--- src/rtl/control_pkg.sv ---
// rtl/control_pkg.sv - shared controls-bus layout and select resolution helper
package control_pkg;

   localparam int CTRL_W         = 15;
   localparam int CTRL_VALUE_LSB = 0;
   localparam int CTRL_SEL_M     = 9;
   localparam int CTRL_SEL_T     = 10;
   localparam int CTRL_SEL_F     = 11;
   localparam int CTRL_ENTER     = 12;
   localparam int CTRL_MODE_LSB  = 13;

   // One-hot select winner, ordered {f, t, m}; f beats t beats m.
   function automatic logic [2:0] resolve_sel(input logic f, input logic t, input logic m);
      resolve_sel = {f, t & ~f, m & ~f & ~t};
   endfunction

endpackage

--- src/rtl/debounce_sync.sv ---
// rtl/debounce_sync.sv - 2-FF synchronizer followed by a counting debouncer (1 bit)
module debounce_sync #(
   parameter int DEBOUNCE_CYCLES = 270000,
   parameter bit INVERT          = 1'b0
) (
   input  logic clock,
   input  logic reset,
   input  logic i_raw,
   output logic o_stable
);

   localparam int CW = $clog2(DEBOUNCE_CYCLES + 1);
   // Count value at which the next differing cycle completes the window.
   localparam logic [CW-1:0] LP_LAST = CW'(DEBOUNCE_CYCLES - 1);

   logic          r_meta;
   logic          r_sync;
   logic          r_stable;
   logic [CW-1:0] r_count;

   // Inversion is applied at the synchronizer input so that a cleared
   // synchronizer reads as "released" rather than as a phantom press.
   // Stable flips only after an unbroken run of differing samples.
   always_ff @(posedge clock) begin
      if (reset) begin
         r_meta   <= 1'b0;
         r_sync   <= 1'b0;
         r_stable <= 1'b0;
         r_count  <= '0;
      end else begin
         r_meta <= i_raw ^ INVERT;
         r_sync <= r_meta;
         if (r_sync != r_stable) begin
            if (r_count == LP_LAST) begin
               r_stable <= ~r_stable;
               r_count  <= '0;
            end else begin
               r_count <= r_count + 1'b1;
            end
         end else begin
            r_count <= '0;
         end
      end
   end

   assign o_stable = r_stable;

endmodule

--- src/rtl/control_conditioner.sv ---
// rtl/control_conditioner.sv - debounced switches and one-hot button pulses for the mode FSM
module control_conditioner
   import control_pkg::*;
#(
   parameter int DEBOUNCE_CYCLES = 270000,
   parameter bit BTN_ACTIVE_LOW  = 1'b1
) (
   input  logic              clock,
   input  logic              reset,
   input  logic [7:0]        sw_value,
   input  logic [1:0]        sw_mode,
   input  logic              btn_f,
   input  logic              btn_t,
   input  logic              btn_m,
   input  logic              btn_enter,
   output logic [CTRL_W-1:0] controls
);

   // Raw layout: [7:0] value, [9:8] mode, [10] m, [11] t, [12] f, [13] enter.
   logic [13:0]       w_raw;
   logic [13:0]       w_stable;
   logic [3:0]        w_btn;
   logic [3:0]        w_ev;
   logic [2:0]        w_sel;
   logic              w_sel_any;
   logic              w_enter_any;
   logic [CTRL_W-1:0] w_next;

   logic [3:0]        r_btn_d;
   logic              r_enter_pend;
   logic [CTRL_W-1:0] r_controls;

   assign w_raw = {btn_enter, btn_f, btn_t, btn_m, sw_mode, sw_value};

   genvar gi;
   generate
      for (gi = 0; gi < 14; gi++) begin : g_in
         debounce_sync #(
            .DEBOUNCE_CYCLES (DEBOUNCE_CYCLES),
            .INVERT          (bit'((gi >= 10) && BTN_ACTIVE_LOW))
         ) u_db (
            .clock    (clock),
            .reset    (reset),
            .i_raw    (w_raw[gi]),
            .o_stable (w_stable[gi])
         );
      end
   endgenerate

   // Buttons ordered {enter, f, t, m}; a press event is a stable rising edge.
   assign w_btn = w_stable[13:10];
   assign w_ev  = w_btn & ~r_btn_d;

   // Build the next bus: one select winner, enter deferred while any select fires.
   always_comb begin
      w_sel       = resolve_sel(w_ev[2], w_ev[1], w_ev[0]);
      w_sel_any   = |w_sel;
      w_enter_any = w_ev[3] | r_enter_pend;
      w_next      = '0;
      w_next[CTRL_VALUE_LSB +: 8] = w_stable[7:0];
      w_next[CTRL_SEL_M]          = w_sel[0];
      w_next[CTRL_SEL_T]          = w_sel[1];
      w_next[CTRL_SEL_F]          = w_sel[2];
      w_next[CTRL_ENTER]          = w_enter_any & ~w_sel_any;
      w_next[CTRL_MODE_LSB +: 2]  = w_stable[9:8];
   end

   // Register the bus, edge-detect history and any enter held back by a select.
   always_ff @(posedge clock) begin
      if (reset) begin
         r_btn_d      <= '0;
         r_enter_pend <= 1'b0;
         r_controls   <= '0;
      end else begin
         r_btn_d      <= w_btn;
         r_enter_pend <= w_enter_any & w_sel_any;
         r_controls   <= w_next;
      end
   end

   assign controls = r_controls;

endmodule

--- config.mk ---
export PLATFORM = sky130hd
export DESIGN_NAME = control_conditioner
export DESIGN_NICKNAME = d
export VERILOG_FILES = /design/src/rtl/control_pkg.sv /design/src/rtl/debounce_sync.sv /design/src/rtl/control_conditioner.sv
export SDC_FILE = /design/constraint.sdc
export NUM_CORES = 1
export LEC_CHECK = 0
export BUFFER_PORTS_ARGS = -buffer_cell sky130_fd_sc_hd__buf_2
export CAP_MARGIN = 20
export CORE_ASPECT_RATIO = 1.2
export CORE_UTILIZATION = 25
export CTS_BUF_LIST = sky130_fd_sc_hd__clkbuf_4 sky130_fd_sc_hd__clkbuf_8 sky130_fd_sc_hd__clkbuf_16
export DETAILED_ROUTE_END_ITERATION = 7
export HOLD_SLACK_MARGIN = 0.03
export MAX_ROUTING_LAYER = met4
export PLACE_DENSITY = 0.37
export SYNTH_ARGS = -nofsm -noshare
export SYNTH_HDL_FRONTEND = slang
export SYNTH_SLANG_ARGS = --single-unit
--- constraint.sdc ---
create_clock -name clock -period 3 [get_ports clock]
set_clock_uncertainty 0.05 [all_clocks]
set_input_delay 0.15 -clock clock [delete_from_list [all_inputs] [get_ports clock]]
set_output_delay 0.15 -clock clock [all_outputs]
set_load 0.03 [all_outputs]
# Word level (Yosys, flattened, before mapping)
# Index checks and enable logic that the tools add are counted.
# W data, S select, Z words.
# totals
register_bits	328
latchBits	0
ramBits	0
romBits	0
inputBits	16
output_inout_bits	15
elab_cells	174
mem_count	0
# classes
addsub	14
n_mul	0
div_mod_pow	0
magnitude_cmp	0
eq_ne	28
n_shift	0
mux	0
n_bitwise	43
reduce_logical	29
# ops
cell	count
$add A19 B1 Y19 const B	14
$eq A19 B19 Y1 const B	14
$reduce_or A3 Y1	15
$not A1 Y1	35
$reduce_and A2 Y1	14
$ne A1 B1 Y1	14
$and A1 B1 Y1	5
$and A4 B4 Y4	1
$not A4 Y4	1
$or A1 B1 Y1	1

# Logic depth before layout (Yosys ltp)
# Gate-level depths: netlist of run 1.
# depth
word_depth	8
depth_mapped	7
depth_no_buf	5

# Hierarchy
# From an unflattened synthesis of run 1, not the netlist that was laid out.
# unflattened
hier_cells	1560
hier_area_um2	14338.8
# modules_own_cells
module	instances	cells_per_inst	area_per_inst_um2	seq_area_each_um2
debounce_sync at g_in[0].u_db ...	8	109	999.7	440.4
debounce_sync at g_in[10].u_db ...	4	107	955.9	440.4
debounce_sync at g_in[9].u_db	1	106	972.2	440.4
debounce_sync at g_in[4].u_db	1	106	963.4	440.4
control_conditioner	1	48	581.8	380.4

# Least setup slack after synthesis of run 1
# Ideal clock, no wire load.
# synth_timing
path_kind	reg-to-reg
startpoint	register g_in[0].u_db.r_count[13]
endpoint	register g_in[0].u_db.r_stable
setup_time_ps	59
t_arrival_ps	1948
required_time_ps	2891
setup_slack_ps	943
stages_incl_launch_ff	6
n_path_buf	1
synth_period_minus_slack_ps	2057
cell_sequence	dfxtp_1 -> buf_6 -> or4_1 -> or4_4 -> or4b_1 -> nand2_1
# synth_between
elab_chain_len	2
# synth_rtl
element	line	rtl
start: declaration	debounce_sync.sv:19	logic [CW-1:0] r_count;
start signal: assignment	debounce_sync.sv:38	r_count <= r_count + 1'b1;
$eq A19 B19 Y1	debounce_sync.sv:34	if (r_count == LP_LAST) begin
$reduce_and A2 Y1 (no source line)	--	
end signal: assignment	debounce_sync.sv:35	r_stable <= ~r_stable;
end: declaration	debounce_sync.sv:18	logic r_stable;
# Every way passes these cells.
# A chain may end at the register's enable or synchronous reset.

# Final worst setup path of run 1
# layout_timing
startpoint	register g_in[7].u_db.r_count[14]
endpoint	register g_in[7].u_db.r_count[18]
# layout_between
elab_chain_len	2
word_cells_on_any_way	3
classes_between	add/sub: 1; eq/ne: 1; reduce/logical: 1
# layout_rtl
element	line
start: declaration	debounce_sync.sv:19
start signal: assignment	debounce_sync.sv:38
parallel branches: the longest is 2 deep, another holds $add A19 B1 Y19	--
# Several ways; the timed one is not identified.

==> key figures, run 1 <==
Detailed routing
  • Routed Antenna Nets: 0
  • DRT Pass-1 Iters: 4
  • Initial DRC count: 404
  • Drt total wl: 29400 um
  • Remaining routing DRC violations: 0
  • DR vias: 10800
  • Vias per cell: 4.52
  • Wire length per cell: 12.3 um

Logic synthesis
  • Avg Cell Area, Syn: 8.88 um2
  • Post-synthesis cell count: 1568
  • Yosys Warn Count: 0
  • Synth unique cells: 56
  • Syn nets: 1598
  • Synth Flop Type: dfxtp_1
  • Flop and latch count out of synthesis: 327
  • Sequential-to-total area share from yosys stat: 0.470
  • Synthesized area: 0.0139 mm2
  • Post-synth ARST share: 0
  • EDFF count, synth: 0

Clock tree
  • Sink Count: 327
  • Clk buf depth: 3
  • H-tree depth: 2
  • Post-CTS setup buffers: 0
  • Clk Tree Root Cell: clkbuf_16
  • Resized Gates After CTS: 0
  • Hold-fix buffers, CTS: 18
  • Clock-pin slew on the worst setup and hold paths: 0.06 ns
  • CTS tree: yes
  • Num CTS Buffers: 41
  • Clock latency on the worst-skew pair: 0.55 ns

Power and ir drop
  • Switching share of total power: 0.207
  • Overall Power: 9710 uW
  • Reg power frac: 0.451
  • Leakage power: 0.00500 uW
  • Int Pwr: 7700 uW
  • Net switching power: 2000 uW
  • Pwr Density: 587 mW/mm2
  • Peak VDD IR: 0.484 mV
  • Comb power frac: 0.013
  • Clk network pwr share: 0.536

Flow run
  • Max-Cap Viols: 0

Setup path
  • Setup CP Type: reg2reg
  • Critical Path Max Stage Delay: 0.54 ns
  • Arrival time at the worst endpoint: 2.64 ns
  • Worst setup startpoint: g_in[7].u_db.r_count[14]$_SDFF_PP0_
  • CP max stage cell: or4_1
  • Top cell by count, worst path: or4_1
  • Crit. End Element: flop
  • CP cell instances: or4_1, or4_1, o21ai_2, buf_4, a21oi_1
  • CP Launch Type: flop
  • Worst-path maximum fanout: 10
  • Worst r2r src: g_in[7].u_db.r_count[14]$_SDFF_PP0_
  • Worst EP required: 3.39 ns

Layout
  • Util after Layout: 0.301
  • Commonest non-fill, non-tap cell in the layout: dfxtp_1
  • P&R area growth vs syn: 18.7%
  • Commonest non-fill, non-tap cells in the layout: dfxtp_1 (327), nor2_1 (274), xnor2_1 (137)
  • Ant. Diodes: 0
  • Final Cell Area: 0.0165 mm2
  • Layout cells sized above 1: 0.0854
  • Nets: 1661

GRT
  • First-pass GRT wire length: 51300 um
  • Vias in the first global route: 10500
  • Antenna violations before repair: 0
  • Largest net degree at the start of global routing: 41
  • Global route overflow: 0
  • GRT Total Usage: 0.110

Outcome
  • Status: completed

Timing
  • Setup TNS: 0 ns
  • RSZ-0062 raised after global routing: no
  • Crit share post-route: 0.752
  • Max Slew Vio Count: 0
  • Achievable clock frequency: 444 MHz
  • Endpoints failing setup: 0
  • Final hold violation count: 0
  • Period minus WS final: 2.25 ns
  • Max-slew headroom: 0.557
  • Slew @ Worst Pin: 0.658 ns

Placed design
  • Hpwl dp: 19300 um
  • Post-DP Area: 0.0149 mm2
  • I/O Buffers: 29
  • Gpl congestion: 0.737

Die
  • Die area: 0.0567 mm2
  • Rows: 94
  • Die height: 261 um
  • Initial Utilization: 0.254
  • IO Pins: 31
  • Core box area: 0.0549 mm2
  • DIE WIDTH: 217 um

Worst hold path
  • Hold Startpoint: btn_f
  • Hold Crit Class: in2reg
[final timing paths]
check	to	slack, ns	cells past startpoint
max	g_in[7].u_db.r_count[18]$_SDFF_PP0_	0.75	5
min	g_in[12].u_db.r_meta$_SDFF_PP0_	0.25	3
max reg2reg	g_in[7].u_db.r_count[18]$_SDFF_PP0_	0.75	5
min reg2reg	controls[11]$_SDFF_PP0_	0.36	1
[cell usage after synthesis, drive strengths merged (34+ instances only)]
library cell	instances	share of area
a21oi	39	0.014
and4	34	0.021
clkbuf	35	0.011
dfxtp	327	0.47
inv	50	0.013
nand2	69	0.019
nand3	92	0.033
nand4	86	0.039
nor2	274	0.074
nor2b	42	0.019
nor3	40	0.014
nor4	63	0.028
o21ai	43	0.017
xnor2	137	0.086
xor2	72	0.045
[kinds of logic (layout without fill, tap and decap cells)]
group	Yosys count	after routing	synth area share
AND/OR/NAND/NOR	806	806	0.304
flip-flops	327	327	0.470
XOR/XNOR	209	209	0.131
AO/OA/AOI/OAI	107	107	0.0453
buffers and inverters	93	187	0.0285
adder cells (fa/ha/maj)	14	14	0.0126
multiplexers	11	11	0.00826
other	1	1	0.000269
[routing by layer]
layer,track usage,vias to the layer above,part of all wire,routed length [um]
met5,-,-,0,0
met4,0.0356,0,0.022,639
met3,0.0258,50,0.038,1110
met2,0.179,110,0.46,13400
met1,0.134,4975,0.48,14200
li1,-,5620,-,-
[layout make-up]
cell class,instances,area (um2)
multi-input combinational,1148,7000
timing repair buffer,63,460
tap,720,901
sequential,327,6550
inverter,50,188
clock inverter,16,216
clock buffer,58,1230
fill,5826,38400
[flip-flops by register name, indices dropped and copies added, names as in the netlist]
name and flops:
g_in.u_db.o_stable 14, g_in.u_db.r_sync 14, r_btn_d 4, r_enter_pend 1, g_in.u_db.r_count 266, g_in.u_db.r_meta 14, controls 14
[stage by stage]
stage | std cells | hold slack, ns | setup WS (ns)
finish | 2382 | 0.250 | 0.745
global route | 2382 | 0.226 | 0.609
CTS | 2382 | 0.205 | 0.690
detailed placement | 2290 | 0.256 | 0.704
global placement | 2290 | 0.258 | 0.720
floorplan | 1568 | 0.167 | 0.943
[power by group through the flow]
stage | Clock (uW) | Combinational (uW) | Sequential (uW)
floorplan | 0 | 70.3 | 4470
global placement | 0 | 107 | 4470
detailed placement | 0 | 107 | 4470
CTS | 5460 | 126 | 4380
global route | 5640 | 137 | 4380
finish | 5200 | 121 | 4380
[critical path: cells and delay by family (launching register included)]
kind	cells	cell delay, ns
AO/OA/AOI/OAI	2	0.43
buffers and inverters	1	0.26
flip-flops	1	0.34
AND/OR/NAND/NOR	2	1.06
Power figures use the tool's default switching activity.
==> inputs of run 2 (changes only) <==
--- a/config.mk
+++ b/config.mk
@@ -13,7 +13,7 @@
 export DETAILED_ROUTE_END_ITERATION = 7
 export HOLD_SLACK_MARGIN = 0.03
 export MAX_ROUTING_LAYER = met4
-export PLACE_DENSITY = 0.37
+export PLACE_DENSITY = 0.38
 export SYNTH_ARGS = -nofsm -noshare
 export SYNTH_HDL_FRONTEND = slang
 export SYNTH_SLANG_ARGS = --single-unit
==> constraint.sdc (replaced) <==
create_clock -name clock -period 1.9 [get_ports clock]
set_clock_uncertainty 0.05 [all_clocks]
set_input_delay 0.095 -clock clock [delete_from_list [all_inputs] [get_ports clock]]
set_output_delay 0.095 -clock clock [all_outputs]
set_load 0.03 [all_outputs]
==> run 2 against run 1 <==
Effect of this change:
- the flow now finishes with violations (negative setup slack)
- register-to-register slack lost 0.87 ns
- first-iteration DRC count increased by 9.2%
- routed wire length is 4.2% higher
- via count up 4.1%
- critical endpoint is now g_in[6].u_db.r_count[14]$_SDFF_PP0_
- critical path depth unchanged
==> key figures, run 2 (synthesized netlist as in run 1, its figures left out) <==
Die
  • Rows: 94
  • DIE WIDTH: 217 um
  • IO Pins: 31
  • Initial Utilization: 0.254
  • Die height: 261 um
  • Die area: 0.0567 mm2
  • Core box area: 0.0549 mm2

Placed design
  • Hpwl dp: 20900 um
  • I/O Buffers: 29
  • Place WS: -0.136 ns
  • Post-DP Area: 0.0159 mm2
  • Gpl congestion: 0.749

Detailed routing
  • Wire length per cell: 12.2 um
  • Vias per cell: 4.47
  • Initial DRC count: 441
  • DRT Pass-1 Iters: 4
  • DR vias: 11200
  • Drt total wl: 30600 um
  • Remaining routing DRC violations: 0
  • Routed Antenna Nets: 0

Clock tree
  • CTS tree: yes
  • Clock-pin slew on the worst setup and hold paths: 0.05 ns
  • Clock latency on the worst-skew pair: 0.55 ns
  • Clk buf depth: 3
  • Num CTS Buffers: 41
  • H-tree depth: 2
  • Sink Count: 327
  • Clk Tree Root Cell: clkbuf_16

Setup path
  • CP cell instances: or4_1, or4_4, o21ai_4, clkbuf_16, nor2_1
  • Setup CP Type: reg2reg
  • Worst EP required: 2.28 ns
  • Critical Path Max Stage Delay: 0.52 ns
  • CP max stage cell: or4_4
  • Crit. End Element: flop
  • Worst-path maximum fanout: 9
  • CP Launch Type: flop
  • Arrival time at the worst endpoint: 2.41 ns
  • CP top delay family: simple AND/OR/NAND/NOR gates
  • WP depth: 5
  • Critical path buffers and inverters: 1
  • Reg2Reg Depth: 5

Power and ir drop
  • Net switching power: 3090 uW
  • Clk network pwr share: 0.524
  • Comb power frac: 0.015
  • Pwr Density: 852 mW/mm2
  • Reg power frac: 0.461
  • Peak VDD IR: 0.717 mV
  • Leakage power: 0.00566 uW
  • Switching share of total power: 0.206
  • Overall Power: 15000 uW
  • Int Pwr: 11900 uW

Timing
  • Period minus WS final: 2.03 ns
  • Max Slew Vio Count: 0
  • Slew @ Worst Pin: 0.547 ns
  • Achievable clock frequency: 493 MHz
  • Crit share post-route: 1.07
  • RSZ-0062 raised after global routing: yes
  • Final hold violation count: 0
  • Max-slew headroom: 0.635
  • Setup ws final: -0.128 ns
  • Endpoints failing setup: 41
  • Setup TNS: -2.57 ns

Flow run
  • Max-Cap Viols: 0

GRT
  • Largest net degree at the start of global routing: 44
  • First-pass GRT wire length: 52500 um
  • GRT Total Usage: 0.114
  • Antenna violations before repair: 0
  • Global route overflow: 0
  • Vias in the first global route: 11000

Layout
  • Commonest non-fill, non-tap cells in the layout: dfxtp_1 (320), nor2_1 (266), buf_4 (140)
  • Reg area: 0.00656 mm2
  • Ant. Diodes: 0
  • Biggest register: g_in.u_db.r_count
  • Commonest non-fill, non-tap cell in the layout: dfxtp_1
  • Area of the multi-input gates: 0.00711 mm2
  • Final Cell Area: 0.0176 mm2
  • FILL cells: 5717
  • Util after Layout: 0.321
  • Max reg flops: 266
  • Layout cells sized above 1: 0.164
  • Nets: 1789
  • P&R area growth vs syn: 26.4%

Worst hold path
  • Hold Crit Class: in2reg
  • Hold Crit Depth: 3

Outcome
  • Status: finished with violations
  • Failing checks: negative setup slack
[run 2: cell count changes in the layout (fill, tap and decap cells not counted), sizes merged]
| cell | before | now |
|---|---|---|
| clkinv | 9 | 0 |
| clkbuf | 58 | 70 |
| buf | 45 | 171 |
| bufinv | 5 | 1 |
| inv | 52 | 51 |
[run 2: area by class of cell]
class	instances	area share
timing repair buffer	191	0.0841
multi-input combinational	1148	0.404
clock buffer	68	0.0760
tap	720	0.0512
clock inverter	2	0.00220
inverter	50	0.0107
sequential	327	0.372
[run 2: power by group through the flow]
stage	sequential, uW	combinational [uW]	clock [uW]
after floorplan	7060	115	0
after global placement	7060	195	0
after detailed placement	7060	194	0
after CTS	6910	223	8260
after global routing	6910	251	8510
final	6920	224	7860
[run 2: final timing paths]
check                                            from  slack (ns)                                   to
hold reg to reg                 r_btn_d[2]$_SDFF_PP0_        0.36              controls[11]$_SDFF_PP0_
setup / recovery  g_in[6].u_db.r_count[14]$_SDFF_PP0_       -0.13  g_in[6].u_db.r_count[14]$_SDFF_PP0_
hold / removal                                  btn_f        0.19      g_in[12].u_db.r_meta$_SDFF_PP0_
setup reg to reg  g_in[6].u_db.r_count[14]$_SDFF_PP0_       -0.13  g_in[6].u_db.r_count[14]$_SDFF_PP0_
[run 2: worst reg2reg max path, stage by stage (launching register included)]
cell,delay [ns]
dfxtp_2,0.31
or4_1,0.51
or4_4,0.52
o21ai_4,0.26
clkbuf_16,0.22
nor2_1,0.04
[run 2: per-stage QoR]
step | cells | hold slack [ns]
5_1_grt | 2506 | 0.169
3_5_place_dp | 2415 | 0.207
4_1_cts | 2503 | 0.146
2_1_floorplan | 1568 | 0.112
3_3_place_gp | 2415 | 0.203
6_report | 2506 | 0.186
[run 2: layer usage]
metal,global-route usage,share of wire
met4,0.0393,0.021
met2,0.184,0.46
met1,0.138,0.49
met5,-,0
met3,0.0249,0.033
[run 2: repair_timing]
item / in CTS / in global routing
setup endpoints to repair: 53 / 65
pin swaps: 3 / 5
cloned: 0 / 2
setup buffers: 0 / 1
gates resized for setup: 0 / 21
hold buffers: 18 / 0
endpoints found under the hold margin: 21 / 0
